### config.mk
export PLATFORM = sky130hd
export DESIGN_NAME = memory_arbiter_flat
export DESIGN_NICKNAME = d
export VERILOG_FILES = /design/src/rtl/memory_arbiter_pkg.sv /design/src/rtl/memory_arbiter_if.sv /design/src/rtl/rr_arbiter2.sv /design/src/rtl/memory_arbiter.sv /design/src/flat_wrapper.sv
export SDC_FILE = /design/constraint.sdc
export NUM_CORES = 1
export LEC_CHECK = 0
export CAP_MARGIN = 5
export CORE_MARGIN = 8
export CORE_UTILIZATION = 29
export CTS_CLUSTER_DIAMETER = 200
export CTS_CLUSTER_SIZE = 10
export DETAILED_ROUTE_END_ITERATION = 10
export GPL_TIMING_DRIVEN = 0
export HOLD_SLACK_MARGIN = 0.02
export PLACE_DENSITY = 0.81
export SETUP_SLACK_MARGIN = 0.02
export SLEW_MARGIN = 10
export SYNTH_ARGS = -nofsm -noshare
export SYNTH_HDL_FRONTEND = slang
export SYNTH_SLANG_ARGS = --single-unit
### constraint.sdc
create_clock -name clk -period 1.61 [get_ports clk]
set_input_delay 0.2415 -clock clk [delete_from_list [all_inputs] [get_ports clk]]
set_output_delay 0.2415 -clock clk [all_outputs]
set_load 0.03 [all_outputs]
### src/rtl/memory_arbiter_pkg.sv
// Shared types for the two-requester memory arbiter: FSM states, requester ids
// and a small helper used by the round-robin pointer.
package memory_arbiter_pkg;

    typedef enum logic {ST_CLEAR, ST_SERVE} state_e;
    typedef enum logic {REQ_A, REQ_B} req_id_e;

    function automatic req_id_e other_req(req_id_e id);
        return (id == REQ_A) ? REQ_B : REQ_A;
    endfunction

endpackage

### src/rtl/memory_arbiter_if.sv
// Bundle of client request/response, clear-control and memory-bus signals.
// The slave modport is the arbiter's view; master is the client/memory side.
interface memory_arbiter_if #(
    parameter int ADDR_WIDTH = 5,
    parameter int DATA_WIDTH = 8
);
    logic                  clr_start;
    logic                  busy;

    logic                  a_valid;
    logic                  a_write;
    logic [ADDR_WIDTH-1:0] a_addr;
    logic [DATA_WIDTH-1:0] a_wdata;
    logic                  a_ready;
    logic                  a_rvalid;
    logic [DATA_WIDTH-1:0] a_rdata;

    logic                  b_valid;
    logic                  b_write;
    logic [ADDR_WIDTH-1:0] b_addr;
    logic [DATA_WIDTH-1:0] b_wdata;
    logic                  b_ready;
    logic                  b_rvalid;
    logic [DATA_WIDTH-1:0] b_rdata;

    logic                  mem_read;
    logic                  mem_write;
    logic [ADDR_WIDTH-1:0] mem_addr;
    logic [DATA_WIDTH-1:0] mem_data_in;
    logic [DATA_WIDTH-1:0] mem_data_out;

    modport slave (
        input  clr_start,
        input  a_valid, a_write, a_addr, a_wdata,
        input  b_valid, b_write, b_addr, b_wdata,
        input  mem_data_out,
        output busy,
        output a_ready, a_rvalid, a_rdata,
        output b_ready, b_rvalid, b_rdata,
        output mem_read, mem_write, mem_addr, mem_data_in
    );

    modport master (
        output clr_start,
        output a_valid, a_write, a_addr, a_wdata,
        output b_valid, b_write, b_addr, b_wdata,
        output mem_data_out,
        input  busy,
        input  a_ready, a_rvalid, a_rdata,
        input  b_ready, b_rvalid, b_rdata,
        input  mem_read, mem_write, mem_addr, mem_data_in
    );

endinterface

### src/rtl/rr_arbiter2.sv
// Two-way round-robin grant. The pointer moves to the requester that was not
// served whenever a grant is issued, so a lone requester never starves the other.
module rr_arbiter2
    import memory_arbiter_pkg::*;
(
    input  logic clk,
    input  logic rst,
    input  logic en,
    input  logic req_a,
    input  logic req_b,
    output logic gnt_a,
    output logic gnt_b
);

    req_id_e rr_ptr;

    always_comb begin
        gnt_a = 1'b0;
        gnt_b = 1'b0;
        if (en) begin
            if (req_a && req_b) begin
                gnt_a = (rr_ptr == REQ_A);
                gnt_b = (rr_ptr == REQ_B);
            end else begin
                gnt_a = req_a;
                gnt_b = req_b;
            end
        end
    end

    always_ff @(posedge clk or posedge rst) begin
        if (rst) begin
            rr_ptr <= REQ_A;
        end else if (gnt_a) begin
            rr_ptr <= other_req(REQ_A);
        end else if (gnt_b) begin
            rr_ptr <= other_req(REQ_B);
        end
    end

endmodule

### src/rtl/memory_arbiter.sv
// Shares one single-port synchronous memory between requesters A and B with
// round-robin arbitration, 1-cycle read return and a zero-fill clear sweep.
module memory_arbiter
    import memory_arbiter_pkg::*;
#(
    parameter int ADDR_WIDTH     = 5,
    parameter int DATA_WIDTH     = 8,
    parameter bit CLEAR_ON_RESET = 1'b1
) (
    input logic              clk,
    input logic              rst,
    memory_arbiter_if.slave  bus
);

    localparam logic [ADDR_WIDTH-1:0] CNT_LAST = '1;

    state_e                state, state_nxt;
    logic [ADDR_WIDTH-1:0] clr_cnt, clr_cnt_nxt;
    logic                  serve_en;
    logic                  gnt_a, gnt_b;
    logic                  rd_acc;
    logic                  rd_vld_p1;
    req_id_e               rd_id_p1;

    // Grants are suppressed in reset, during the sweep and in the clr_start cycle.
    assign serve_en = !rst && (state == ST_SERVE) && !bus.clr_start;

    rr_arbiter2 u_rr (
        .clk   (clk),
        .rst   (rst),
        .en    (serve_en),
        .req_a (bus.a_valid),
        .req_b (bus.b_valid),
        .gnt_a (gnt_a),
        .gnt_b (gnt_b)
    );

    assign bus.a_ready = gnt_a;
    assign bus.b_ready = gnt_b;
    assign rd_acc      = (gnt_a && !bus.a_write) || (gnt_b && !bus.b_write);

    always_ff @(posedge clk or posedge rst) begin
        if (rst) begin
            state   <= CLEAR_ON_RESET ? ST_CLEAR : ST_SERVE;
            clr_cnt <= '0;
        end else begin
            state   <= state_nxt;
            clr_cnt <= clr_cnt_nxt;
        end
    end

    always_comb begin
        state_nxt   = state;
        clr_cnt_nxt = clr_cnt;
        unique case (state)
            ST_CLEAR: begin
                if (clr_cnt == CNT_LAST) begin
                    state_nxt   = ST_SERVE;
                    clr_cnt_nxt = '0;
                end else begin
                    clr_cnt_nxt = clr_cnt + 1'b1;
                end
            end
            ST_SERVE: begin
                if (bus.clr_start) begin
                    state_nxt = ST_CLEAR;
                end
            end
            default: state_nxt = ST_SERVE;
        endcase
    end

    // Memory mux; everything is held at zero while rst is asserted.
    always_comb begin
        bus.busy        = 1'b0;
        bus.mem_read    = 1'b0;
        bus.mem_write   = 1'b0;
        bus.mem_addr    = '0;
        bus.mem_data_in = '0;
        if (!rst) begin
            if (state == ST_CLEAR) begin
                bus.busy      = 1'b1;
                bus.mem_write = 1'b1;
                bus.mem_addr  = clr_cnt;
            end else if (gnt_a) begin
                bus.mem_read    = !bus.a_write;
                bus.mem_write   = bus.a_write;
                bus.mem_addr    = bus.a_addr;
                bus.mem_data_in = bus.a_write ? bus.a_wdata : '0;
            end else if (gnt_b) begin
                bus.mem_read    = !bus.b_write;
                bus.mem_write   = bus.b_write;
                bus.mem_addr    = bus.b_addr;
                bus.mem_data_in = bus.b_write ? bus.b_wdata : '0;
            end
        end
    end

    // Stage p1: pending read owner, lines up with memory read data.
    always_ff @(posedge clk or posedge rst) begin
        if (rst) begin
            rd_vld_p1 <= 1'b0;
            rd_id_p1  <= REQ_A;
        end else begin
            rd_vld_p1 <= rd_acc;
            rd_id_p1  <= gnt_b ? REQ_B : REQ_A;
        end
    end

    assign bus.a_rvalid = rd_vld_p1 && (rd_id_p1 == REQ_A);
    assign bus.b_rvalid = rd_vld_p1 && (rd_id_p1 == REQ_B);
    assign bus.a_rdata  = bus.a_rvalid ? bus.mem_data_out : '0;
    assign bus.b_rdata  = bus.b_rvalid ? bus.mem_data_out : '0;

endmodule

### src/flat_wrapper.sv
// flat-port wrapper written by rule: the top's interface ports become plain ports
module memory_arbiter_flat import memory_arbiter_pkg::*;
#(
    parameter int ADDR_WIDTH     = 5,
    parameter int DATA_WIDTH     = 8,
    parameter bit CLEAR_ON_RESET = 1'b1
)
  (clk, rst, bus_clr_start, bus_a_valid, bus_a_write, bus_a_addr, bus_a_wdata, bus_b_valid, bus_b_write, bus_b_addr, bus_b_wdata, bus_mem_data_out, bus_busy, bus_a_ready, bus_a_rvalid, bus_a_rdata, bus_b_ready, bus_b_rvalid, bus_b_rdata, bus_mem_read, bus_mem_write, bus_mem_addr, bus_mem_data_in);
  memory_arbiter_if #(.ADDR_WIDTH(ADDR_WIDTH), .DATA_WIDTH(DATA_WIDTH)) bus_i ();
  input logic clk;
  input logic rst;
  input wire logic [$bits(bus_i.clr_start)-1:0] bus_clr_start;
  input wire logic [$bits(bus_i.a_valid)-1:0] bus_a_valid;
  input wire logic [$bits(bus_i.a_write)-1:0] bus_a_write;
  input wire logic [$bits(bus_i.a_addr)-1:0] bus_a_addr;
  input wire logic [$bits(bus_i.a_wdata)-1:0] bus_a_wdata;
  input wire logic [$bits(bus_i.b_valid)-1:0] bus_b_valid;
  input wire logic [$bits(bus_i.b_write)-1:0] bus_b_write;
  input wire logic [$bits(bus_i.b_addr)-1:0] bus_b_addr;
  input wire logic [$bits(bus_i.b_wdata)-1:0] bus_b_wdata;
  input wire logic [$bits(bus_i.mem_data_out)-1:0] bus_mem_data_out;
  output wire logic [$bits(bus_i.busy)-1:0] bus_busy;
  output wire logic [$bits(bus_i.a_ready)-1:0] bus_a_ready;
  output wire logic [$bits(bus_i.a_rvalid)-1:0] bus_a_rvalid;
  output wire logic [$bits(bus_i.a_rdata)-1:0] bus_a_rdata;
  output wire logic [$bits(bus_i.b_ready)-1:0] bus_b_ready;
  output wire logic [$bits(bus_i.b_rvalid)-1:0] bus_b_rvalid;
  output wire logic [$bits(bus_i.b_rdata)-1:0] bus_b_rdata;
  output wire logic [$bits(bus_i.mem_read)-1:0] bus_mem_read;
  output wire logic [$bits(bus_i.mem_write)-1:0] bus_mem_write;
  output wire logic [$bits(bus_i.mem_addr)-1:0] bus_mem_addr;
  output wire logic [$bits(bus_i.mem_data_in)-1:0] bus_mem_data_in;
  assign bus_i.clr_start = bus_clr_start;
  assign bus_i.a_valid = bus_a_valid;
  assign bus_i.a_write = bus_a_write;
  assign bus_i.a_addr = bus_a_addr;
  assign bus_i.a_wdata = bus_a_wdata;
  assign bus_i.b_valid = bus_b_valid;
  assign bus_i.b_write = bus_b_write;
  assign bus_i.b_addr = bus_b_addr;
  assign bus_i.b_wdata = bus_b_wdata;
  assign bus_i.mem_data_out = bus_mem_data_out;
  assign bus_busy = bus_i.busy;
  assign bus_a_ready = bus_i.a_ready;
  assign bus_a_rvalid = bus_i.a_rvalid;
  assign bus_a_rdata = bus_i.a_rdata;
  assign bus_b_ready = bus_i.b_ready;
  assign bus_b_rvalid = bus_i.b_rvalid;
  assign bus_b_rdata = bus_i.b_rdata;
  assign bus_mem_read = bus_i.mem_read;
  assign bus_mem_write = bus_i.mem_write;
  assign bus_mem_addr = bus_i.mem_addr;
  assign bus_mem_data_in = bus_i.mem_data_in;
  memory_arbiter #(.ADDR_WIDTH(ADDR_WIDTH), .DATA_WIDTH(DATA_WIDTH), .CLEAR_ON_RESET(CLEAR_ON_RESET)) u_core (.clk(clk), .rst(rst), .bus(bus_i));
endmodule
==> impl_metrics.json <==
{
  "placement_rows": 19,
  "worst_ep_arrival_time_ns": 1.60,
  "place_area_sq_um": 1600,
  "clock-sinks": 9,
  "synth_area_sq_um": 788,
  "pin_count": 77,
  "clockBufferDepth": 2,
  "layout-drive-gt1-share": 0.503,
  "reg2regPathDepth": 6,
  "ys.flop_type": "dfrtp_1",
  "grt_use_total": 0.149,
  "num_vias": 1104,
  "gp_congestion": 0.803,
  "synth_cells": 83,
  "routedWlPerCell_um": 18.4,
  "dieWidth_um": 68.1,
  "initial_core_util": 0.296,
  "fin_crit_ns": 1.84,
  "die_h_um": 68.1,
  "drt_iter0_markers": 53,
  "seq_area_sq_um": 230,
  "syn_to_final_growth_pct": 142,
  "synth.avg_cell_area_sq_um": 9.50,
  "clk_latency_ns": 0.27,
  "path_class": "flop to primary output",
  "rsz0062_at_grt": "yes",
  "core_region_area_sq_um": 2660,
  "tritoncts": "yes",
  "grt_pass1_wl_um": 5450,
  "max_cap_viol_count": 0,
  "multi_input_area_sq_um": 593,
  "hold_class": "input port to asynchronous set/reset pin",
  "ant_nets": 0,
  "ys_async_sr_fraction": 1.00,
  "path_max_fanout": 6,
  "drv_slew": 0,
  "ys_seq_area_frac": 0.286,
  "antenna_found_initial": 0,
  "synth_edf_count": 0,
  "fillers": 209,
  "hold_violations": 0,
  "violations": "negative setup slack",
  "timing.fmax_ghz": 0.543,
  "setup_violations": 21,
  "mostFrequentLayoutCell": "buf_6",
  "yosys_warnings": 0,
  "cts_root_buf": "clkbuf_4",
  "power_density_nw_per_um2": 782,
  "ys_types": 28,
  "layout.nets": 225,
  "layout_setup_ws_ns": -0.233,
  "worstMarginPinSlew_ns": 0.452,
  "ir_worst_vdd_uv": 859,
  "drc": 0,
  "numPortBuffers": 75,
  "status": "finished with violations",
  "ctsHoldBuffers": 0,
  "leakage_nw": 0.934,
  "yosys_register_bits": 9,
  "finalInstanceArea_sq_um": 1900,
  "die-area_sq_um": 4640,
  "fin_crit_sh": 1.14,
  "syn_nets": 126,
  "start_kind": "flop",
  "whs_ns": 0.132,
  "numCtsBuffers": 3,
  "grt_max_degree": 11,
  "maxSlewHeadroom": 0.699,
  "total_power_mw": 1.49,
  "hpwl_um": 2780,
  "layout_common_cells": "buf_6 (36), clkdlybuf4s50_1 (35), and2_4 (9), and3_1 (9), buf_4 (8)",
  "htree_num_levels": 1,
  "first_pass_iters": 4,
  "antennaDiodeCount": 0,
  "grt_pass1_vias": 1148,
  "endpoint_kind": "primary output",
  "grt-ovfl-total": 0,
  "r2r_slack_ns": 0.10,
  "wirelength_um": 3900,
  "vias_per_cell": 5.21,
  "cp.required_ns": 1.37,
  "clock_skew_ns": 0.0144,
  "clk_pin_slew_ns": 0.08
}
[report_power, final]
| group | total (mW) | switching (mW) | internal, mW | leakage, nW |
|---|---|---|---|---|
| combinational | 0.881 | 0.404 | 0.477 | 0.808 |
| clock | 0.179 | 0.0874 | 0.0916 | 0.0177 |
| sequential | 0.429 | 0.109 | 0.320 | 0.108 |
[synthesized netlist by cell type (2+ instances only)]
cell	n	share of area
and2_1	14	0.11
and3_1	9	0.071
dfrtp_1	9	0.29
a32o_1	8	0.10
a221o_1	5	0.063
nor2_1	4	0.019
o21ai_0	4	0.025
inv_1	3	0.014
a21o_1	2	0.019
a22o_1	2	0.022
a31oi_1	2	0.016
clkbuf_1	2	0.0095
ha_1	2	0.032
mux2_2	2	0.029
nor2b_1	2	0.016
[path summary, 6_finish.rpt]
| path | from | end |
|---|---|---|
| hold / removal | rst | u_core.clr_cnt[2] |
| min in group clk | bus_clr_start | u_core.state |
| max in group asynchronous | rst | u_core.u_rr.rr_ptr |
| setup / recovery | u_core.state | bus_mem_addr[3] |
| hold reg to reg | u_core.clr_cnt[3] | u_core.clr_cnt[3] |
| setup reg to reg | u_core.clr_cnt[0] | u_core.clr_cnt[3] |
[metal layers]
metal | share of wire | global-route usage | wire length, um | up-vias
li1 | - | - | - | 520
met1 | 0.35 | 0.155 | 1380 | 535
met2 | 0.57 | 0.292 | 2210 | 45
met3 | 0.074 | 0.0376 | 289 | 4
met4 | 0.0056 | 0.0307 | 22 | 0
met5 | 0 | 0 | 0 | -
[flip-flops by register name, summed over array words and instances (netlist names)]
register / count
u_core.clr_cnt: 5
u_core.rd_id_p1: 1
u_core.rd_vld_p1: 1
u_core.state: 1
u_core.u_rr.rr_ptr: 1
[timing repair]
action | 4_1_cts | 5_1_grt
setup buffers | 11 | 6
setup endpoints to repair | 37 | 38
pin swaps | 12 | 13
gates resized for setup | 219 | 39
cloned | 2 | 1
[area by class of cell]
cell class / instances / share of cell area
inverters: 3 / 0.00591
well taps: 31 / 0.0204
repair buffers: 94 / 0.505
plain buffers: 4 / 0.0217
clock buffers: 3 / 0.0118
flip-flops and latches: 9 / 0.121
clock inverters: 1 / 0.00263
multi-input cells: 67 / 0.311
[through the flow]
stage          setup WS, ns  utilization  setup TNS [ns]  std cells
2_1_floorplan        0.0371            -               0         83
3_3_place_gp         -0.894        0.599          -17.47        189
3_5_place_dp         -0.920        0.599          -18.42        189
4_1_cts              -0.222        0.668           -2.85        205
5_1_grt              -0.294        0.715           -4.73        212
6_report             -0.233        0.715           -3.43        212
[cell families after synthesis]
kind of cell             share of synthesized area
adder cells (fa/ha/maj)                     0.0317
flip-flops                                   0.286
AO/OA/AOI/OAI                                0.273
buffers and inverters                       0.0667
AND/OR/NAND/NOR                              0.314
multiplexers                                0.0286
[worst max-delay path, cell delays in order, from the launching register on]
cell     delay (ns)
dfrtp_1        0.42
buf_6          0.15
and3_4         0.19
buf_12         0.13
a221o_1        0.31
buf_6          0.14
(Power assumes the default switching activity.)
